[src/rtl/ahb_slave_port_arbiter.sv]
`default_nettype none
// ============================================================================
// Module      : ahb_slave_port_arbiter
// Description : Per-slave-port round-robin arbiter for the AHB_Gen
//               interconnect. Drives one-hot address-phase (sel) and
//               data-phase (sel_data) channel selects for the payload muxes.
//               Grant is held across locked and SEQ/BUSY burst beats, and
//               every update is qualified by the slave's HREADY.
//               Optional macro AHB_ARB_BURST_LIMIT_EN forces re-arbitration
//               after MAX_BEATS beats of an unlocked burst when others wait.
// Revision    : 1.0 - initial release
// ============================================================================
module ahb_slave_port_arbiter #(
  parameter int CHANNEL_NUM = 4,
  parameter int MAX_BEATS   = 16,
  parameter int ID_W        = (CHANNEL_NUM > 1) ? $clog2(CHANNEL_NUM) : 1
) (
  input  logic                        hclk,
  input  logic                        hreset,
  input  logic [CHANNEL_NUM-1:0]      req,
  input  logic [CHANNEL_NUM-1:0][1:0] htrans,
  input  logic [CHANNEL_NUM-1:0]      hmastlock,
  input  logic                        hready,
  output logic [CHANNEL_NUM-1:0]      sel,
  output logic [CHANNEL_NUM-1:0]      sel_data,
  output logic [ID_W-1:0]             owner_id,
  output logic                        grant_valid
);

  localparam logic [1:0]      HTRANS_BUSY = 2'b01;
  localparam logic [1:0]      HTRANS_SEQ  = 2'b11;
  localparam logic [ID_W-1:0] PTR_RESET   = ID_W'(CHANNEL_NUM - 1);

  logic [CHANNEL_NUM-1:0] sel_q, sel_d;
  logic [CHANNEL_NUM-1:0] sel_data_q, sel_data_d;
  logic [ID_W-1:0]        owner_id_q, owner_id_d;
  logic [ID_W-1:0]        ptr_q, ptr_d;
  logic                   grant_valid_q, grant_valid_d;

  logic                   owned;
  logic                   own_req;
  logic                   own_lock;
  logic [1:0]             own_trans;
  logic                   limit_hit;
  logic                   hold;
  logic                   win_found;
  logic [ID_W-1:0]        win_idx;
  logic [ID_W-1:0]        cand;

  // Current owner's view of the bus, indexed by the registered owner id.
  assign owned     = |sel_q;
  assign own_req   = req[owner_id_q];
  assign own_lock  = hmastlock[owner_id_q];
  assign own_trans = htrans[owner_id_q];

`ifdef AHB_ARB_BURST_LIMIT_EN
  localparam int              BEAT_W    = (MAX_BEATS > 1) ? $clog2(MAX_BEATS) : 1;
  localparam logic [BEAT_W-1:0] BEAT_LAST = BEAT_W'(MAX_BEATS - 1);

  logic [BEAT_W-1:0] beat_q, beat_d;
  logic              other_req;
  logic              same_owner;

  // An unlocked owner that has used its beat budget yields to any waiter.
  assign other_req = |(req & ~sel_q);
  assign limit_hit = owned & (beat_q == BEAT_LAST) & ~own_lock & other_req;
  assign same_owner = hold | (owned & win_found & (win_idx == owner_id_q));

  // Beat counter: counts active beats of the same owner, saturating at the
  // limit, and restarts whenever ownership changes or the port goes idle.
  always_comb begin
    beat_d = beat_q;
    if (hready) begin
      if (!same_owner) begin
        beat_d = '0;
      end else if (own_trans[1] && (beat_q != BEAT_LAST)) begin
        beat_d = beat_q + 1'b1;
      end
    end
  end

  // Beat counter register.
  always_ff @(posedge hclk or posedge hreset) begin
    if (hreset) begin
      beat_q <= '0;
    end else begin
      beat_q <= beat_d;
    end
  end
`else
  assign limit_hit = 1'b0;
`endif

  // Owner keeps the port through locked sequences and SEQ/BUSY beats.
  assign hold = owned & own_req &
                (own_lock | (own_trans == HTRANS_SEQ) | (own_trans == HTRANS_BUSY)) &
                ~limit_hit;

  // Round-robin scan starting just after the last winner, wrapping to 0.
  always_comb begin
    win_found = 1'b0;
    win_idx   = '0;
    cand      = '0;
    for (int i = 1; i <= CHANNEL_NUM; i++) begin
      cand = ID_W'((int'(ptr_q) + i) % CHANNEL_NUM);
      if (!win_found && req[cand]) begin
        win_found = 1'b1;
        win_idx   = cand;
      end
    end
  end

  // Next-state: everything freezes while hready is low.
  always_comb begin
    sel_d         = sel_q;
    sel_data_d    = sel_data_q;
    owner_id_d    = owner_id_q;
    ptr_d         = ptr_q;
    grant_valid_d = grant_valid_q;
    if (hready) begin
      // The beat just accepted enters its data phase under the current owner.
      sel_data_d = (owned && own_trans[1]) ? sel_q : '0;
      if (hold) begin
        grant_valid_d = 1'b1;
      end else if (win_found) begin
        sel_d          = '0;
        sel_d[win_idx] = 1'b1;
        owner_id_d     = win_idx;
        ptr_d          = win_idx;
        grant_valid_d  = 1'b1;
      end else begin
        sel_d         = '0;
        owner_id_d    = '0;
        grant_valid_d = 1'b0;
      end
    end
  end

  // Select and pointer registers.
  always_ff @(posedge hclk or posedge hreset) begin
    if (hreset) begin
      sel_q         <= '0;
      sel_data_q    <= '0;
      owner_id_q    <= '0;
      ptr_q         <= PTR_RESET;
      grant_valid_q <= 1'b0;
    end else begin
      sel_q         <= sel_d;
      sel_data_q    <= sel_data_d;
      owner_id_q    <= owner_id_d;
      ptr_q         <= ptr_d;
      grant_valid_q <= grant_valid_d;
    end
  end

  assign sel         = sel_q;
  assign sel_data    = sel_data_q;
  assign owner_id    = owner_id_q;
  assign grant_valid = grant_valid_q;

endmodule
`default_nettype wire
[config.mk]
export PLATFORM = sky130hd
export DESIGN_NAME = ahb_slave_port_arbiter
export DESIGN_NICKNAME = d
export VERILOG_FILES = /design/src/rtl/ahb_slave_port_arbiter.sv
export SDC_FILE = /design/constraint.sdc
export NUM_CORES = 1
export LEC_CHECK = 0
export BUFFER_PORTS_ARGS = -buffer_cell sky130_fd_sc_hd__buf_2
export CAP_MARGIN = 20
export CORE_MARGIN = 4
export CORE_UTILIZATION = 46
export DETAILED_ROUTE_END_ITERATION = 16
export PLACE_DENSITY = 0.76
export SLEW_MARGIN = 20
export SYNTH_ARGS = -nofsm -noshare
export SYNTH_HDL_FRONTEND = slang
export SYNTH_SLANG_ARGS = --single-unit
[constraint.sdc]
create_clock -name hclk -period 1.7 [get_ports hclk]
set_input_delay 0.255 -clock hclk [delete_from_list [all_inputs] [get_ports hclk]]
set_output_delay 0.255 -clock hclk [all_outputs]
set_load 0.02 [all_outputs]
# Word level (Yosys, flattened, before mapping)
# Index checks and enable logic that the tools add are counted.
op_classes:
  n_addsub: 4
  order_cmp: 7
  n_eq_ne: 2
  n_mux: 29
  bitwise_logic: 5
  reduce_logical: 11
op_table:
  columns: ["operator", "count"]
  rows:
  - ["2-bit by 3-bit < comparator with 1-bit output, second input constant", 6]
  - ["1-bit two-way mux", 13]
  - ["1-bit binary-select mux with 2-bit select", 6]
  - ["2-bit two-way mux", 6]
  - ["4-bit two-way mux", 2]
  - ["1-bit logical AND", 5]
  - ["2-bit by 1-bit adder with 2-bit output, second input constant", 2]
  - ["2-bit adder, second input constant", 2]
  - ["2-bit binary-select mux with 2-bit select", 1]
  - ["4-bit OR reduction", 1]
  - ["1-bit logical NOT", 3]
  - ["3-bit AND reduction", 1]
  - ["1-bit bitwise AND", 2]
  - ["1-bit demux with 2-bit select", 1]
  - ["2-bit by 1-bit == test with 1-bit output, second input constant", 1]
  - ["2-bit == test, second input constant", 1]
  - ["2-bit by 1-bit >= comparator with 1-bit output, second input constant", 1]
  - ["1-bit OR", 2]
  - ["2-bit AND reduction", 1]
  - ["1-bit inverter", 1]
totals:
  ff_bits: 13
  input_bits: 19

# Longest topological paths before layout
depth:
  depth_word: 18
  ltp_mapped: 5
  mapped_depth_nobuf: 4

# Least setup slack after synthesis
# Ideal clock, no wire load.
synth_timing:
  path_kind: "register to register"
  start: "register sel_q[3], in the netlist sel[3]"
  end: "register ptr_q[0]"
  setup_ps: 75
  t_arrival_ps: 1475
  required_time_ps: 1625
  path_slack_ps: 149
  stages_incl_launch_ff: 4
  path_buffers: 0
  synth_period_minus_slack_ps: 1551
  path_cell_list: "dfrtp_1 -> or4_1 -> a31oi_1 -> mux2i_1"
synth_via:
  elab_chain_len: 5
synth_rtl:
  columns: ["item", "line", "source"]
  rows:
  - ["start: declaration", "34", "logic [CHANNEL_NUM-1:0] sel_q, sel_d;"]
  - ["start signal: assignment", "148", "sel_q <= sel_d;"]
  - ["4-bit OR reduction", "51", "assign owned = |sel_q;"]
  - ["1-bit bitwise AND (2 in series)", "95", "assign hold = owned & own_req &"]
  - ["1-bit inverter (no source line)", null, null]
  - ["3-bit AND reduction (no source line)", null, null]
  - ["end signal: assignment", "151", "ptr_q <= ptr_d;"]
  - ["end: declaration", "37", "logic [ID_W-1:0] ptr_q, ptr_d;"]
# Every way passes these cells.
# A chain may end at the register's enable or synchronous reset.

# Final worst setup path
layout_timing:
  start: "register ptr_q[1]"
  end: "register sel_q[0], in the netlist sel[0]"
layout_via:
  elab_chain_len: 18
  word_cells_on_any_way: 32
  classes_between: "add/sub: 4; order compare: 2; mux: 19; reduce/logical: 7"
layout_rtl:
  columns: ["item", "line", "source"]
  rows:
  - ["2-bit by 1-bit adder with 2-bit output", "105", "cand = ID_W'((int'(ptr_q) + i) % CHANNEL_NUM);"]
  - ["1-bit binary-select mux with 2-bit select", "106", "if (!win_found && req[cand]) begin"]
  - ["1-bit two-way mux (implied by the code)", "106", null]
  - ["1-bit two-way mux", "106", null]
  - ["1-bit logical NOT", "106", null]
  - ["1-bit logical AND", "106", null]
  - ["1-bit two-way mux", "106", null]
  - ["1-bit logical NOT", "106", null]
  - ["[... 2 more ...]", null, null]
  - ["1-bit logical NOT", "106", null]
  - ["1-bit logical AND", "106", null]
  - ["2-bit two-way mux", "106", null]
  - ["2-bit by 3-bit < comparator with 1-bit output (implied by the code) or 2-bit by 1-bit >= comparator with 1-bit output (tied branches)", "127", "sel_d[win_idx] = 1'b1;"]
  - ["1-bit logical AND (implied by the code)", "127", null]
  - ["1-bit two-way mux (implied by the code)", "127", null]
  - ["1-bit demux with 2-bit select", "127", null]
  - ["4-bit two-way mux *", "125", "end else if (win_found) begin"]
# Mark *: on every way between the ends. The rest lies on a longest branch, timed or not. The select of a mux whose other input is x is not followed.

==> metrics.txt <==
status=completed; Final WS setup=70.4 ps; Wirelength per Cell=14.9 um; fin cells=133; Sink Count=13; initial cell density of the core=50.1%; Worst setup SP type=flop; leakage=0.455 nW; layout cells sized above 1=35.0%; Congestion Overflow GR=0; number of I/O pins=30; Slew HR=66.8%; initial DRC count=38; worst-margin pin slew=497 ps; Die X=49.0 um; met2 usage=27.2%; leading cell type in the layout, fill and taps excluded=buf_2; vias in the first global route=710; number of I/O port buffers=29; first-pass GRT wire length=3.08 mm; DRT Wirelength=1.98 mm; antenna violations before repair=0; final setup vio count=0; Gate Count Post-Synth=82; critical path arrival=1810 ps; critical path required time=1880 ps; core box area=1540 um^2; setup bufs post-CTS=0; Power, Total=1.52 mW; TritonCTS clock tree=yes; GRT Util Overall=16.5%; post-detailed-route count of antenna-violating nets=0; Min Hold Slack=360 ps; Crit Path Max Fanout=6; worst-skew pair later-pin latency=290 ps; largest net degree at the start of global routing=14; worst slack, placed=120 ps; Synth Warn #=0; CTS HTree Levels=1; drt pass-1 iters=4; #FFs+latches synth=13; Cell variety after synth=29; Mapped Area=772 um^2; clock transition at the registers of the reported paths=90 ps; Clock Tree Buf Depth=2; clock skew=8.20 ps; Die Area=2400 um^2; via count=781; Post-Syn Area per Cell=9.41 um^2; Critical Path End Type=flop; Post-Syn Nets=101; P&R area growth vs syn=27.9%; most frequent cells in the layout=29 x buf_2, 11 x dfrtp_1, 8 x inv_1; worst setup path startpoint=ptr_q[1]; placed insts=128; n_diodes=0; sequential area share after synthesis=42.5%; met1 Resource Use GR=19.5%; min-delay src=hready; Fin. Hold Viols=0; CTS Buf Count=3; Pwr per Cell Area=1540 nW/um^2; placer's final routability congestion estimate=0.948; max-cap check violation count=0; Slew Limit Fails=0; Worst R2R Start=ptr_q[1]; fill count=150; hpwl dp=1.43 mm; crit path time final=1630 ps; CP Class=flop to flop; clk root buf=clkbuf_4; met3 GRT Util=2.45%; Rows=14; GRT busiest layer=met2; Max VDD drop=678 uV; Final #Nets=137; FMAX=614 MHz; Hold Path Class=primary input to flop; DRC violations left=0; Die H=49.0 um; via density per instance=5.87; part of the cycle the worst path needs=95.9%
## critical path: stages, from the launching register on
cell,delay [ps]
dfstp_2,590
nand2b_1,140
a21oi_1,80
or3_1,430
o31ai_1,280
## registers in the layout (all words and copies together), names as in the netlist
signal,count
grant_valid,1
owner_id,2
ptr_q,2
sel,4
sel_data,4
## synth_stat cells (all sizes together)
| library cell | instances | area, um^2 |
|---|---|---|
| o22a | 1 | 8.76 |
| nand2 | 4 | 15.0 |
| inv | 8 | 30.0 |
| o2111ai | 2 | 30.0 |
| nand4 | 5 | 31.3 |
| or3 | 1 | 6.26 |
| and3 | 1 | 6.26 |
| nand3 | 4 | 20.0 |
| o22ai | 1 | 6.26 |
| mux2i | 1 | 10.0 |
| a311o | 2 | 20.0 |
| a21oi | 4 | 20.0 |
| dfrtp | 11 | 275 |
| or4 | 2 | 15.0 |
| clkbuf | 1 | 3.75 |
| buf | 1 | 11.3 |
| a22o | 1 | 8.76 |
| o31ai | 4 | 30.0 |
| o211ai | 4 | 30.0 |
| nand2b | 6 | 40.0 |
| nor4 | 1 | 6.26 |
| nor3b | 1 | 7.51 |
| o21ai | 7 | 35.0 |
| a31oi | 1 | 6.26 |
| mux4 | 1 | 26.3 |
| dfstp | 2 | 52.6 |
| nor2 | 4 | 15.0 |
| nor3 | 1 | 5.00 |
## through the flow
step | instance area (um^2) | utilization, % | TNS, ps
after detailed placement | 945 | 61.3 | 0
final | 987 | 64.0 | 0
after CTS | 981 | 63.6 | 0
after global routing | 987 | 64.0 | -14.0
after global placement | 945 | 61.3 | 0
after floorplan | 772 | - | 0
## path summary, 6_finish.rpt
path / depth (start not counted) / to / slack (ps)
worst max-delay path: 4 / sel[0] / 70
worst min-delay path: 2 / sel_data[0] / 360
worst max register to register: 4 / sel[0] / 70
worst min register to register: 1 / grant_valid / 500
max in group asynchronous: 3 / ptr_q[1] / 820
min in group asynchronous: 3 / sel_data[1] / 520
## report_power, final
group	internal, mW	switching [mW]
Sequential	0.436	0.130
Clock	0.0912	0.110
Combinational	0.312	0.443
Total	0.839	0.683
## metal layers
metal  vias up  share of wire (%)
met4         0                3.0
met2        43                 47
li1        383                  -
met5         -                  0
met3         5                7.6
met1       350                 42
## logic make-up (layout without fill, tap and decap cells)
group | Yosys count | count (layout) | share of synthesized area (%)
simple gates | 30 | 30 | 21.7
compound gates | 27 | 27 | 25.3
mux | 2 | 2 | 4.70
buf+inv | 10 | 45 | 5.83
flops | 13 | 13 | 42.5
## repair_timing
action | 4_1_cts | 5_1_grt
endpoints found under the hold margin | 5 | 0
setup endpoints to repair | 0 | 1
hold buffers | 1 | 0
resized for setup | 0 | 1
## layout make-up
type | instances | area [um^2] | area share, %
multi-input combinational | 59 | 405 | 41.1
sequential | 13 | 328 | 33.2
timing repair buffer | 33 | 178 | 18.0
inverter | 8 | 30.0 | 3.04
clock buffer | 4 | 26.3 | 2.66
tap | 16 | 20.0 | 2.03
Power figures use the tool's default switching activity.
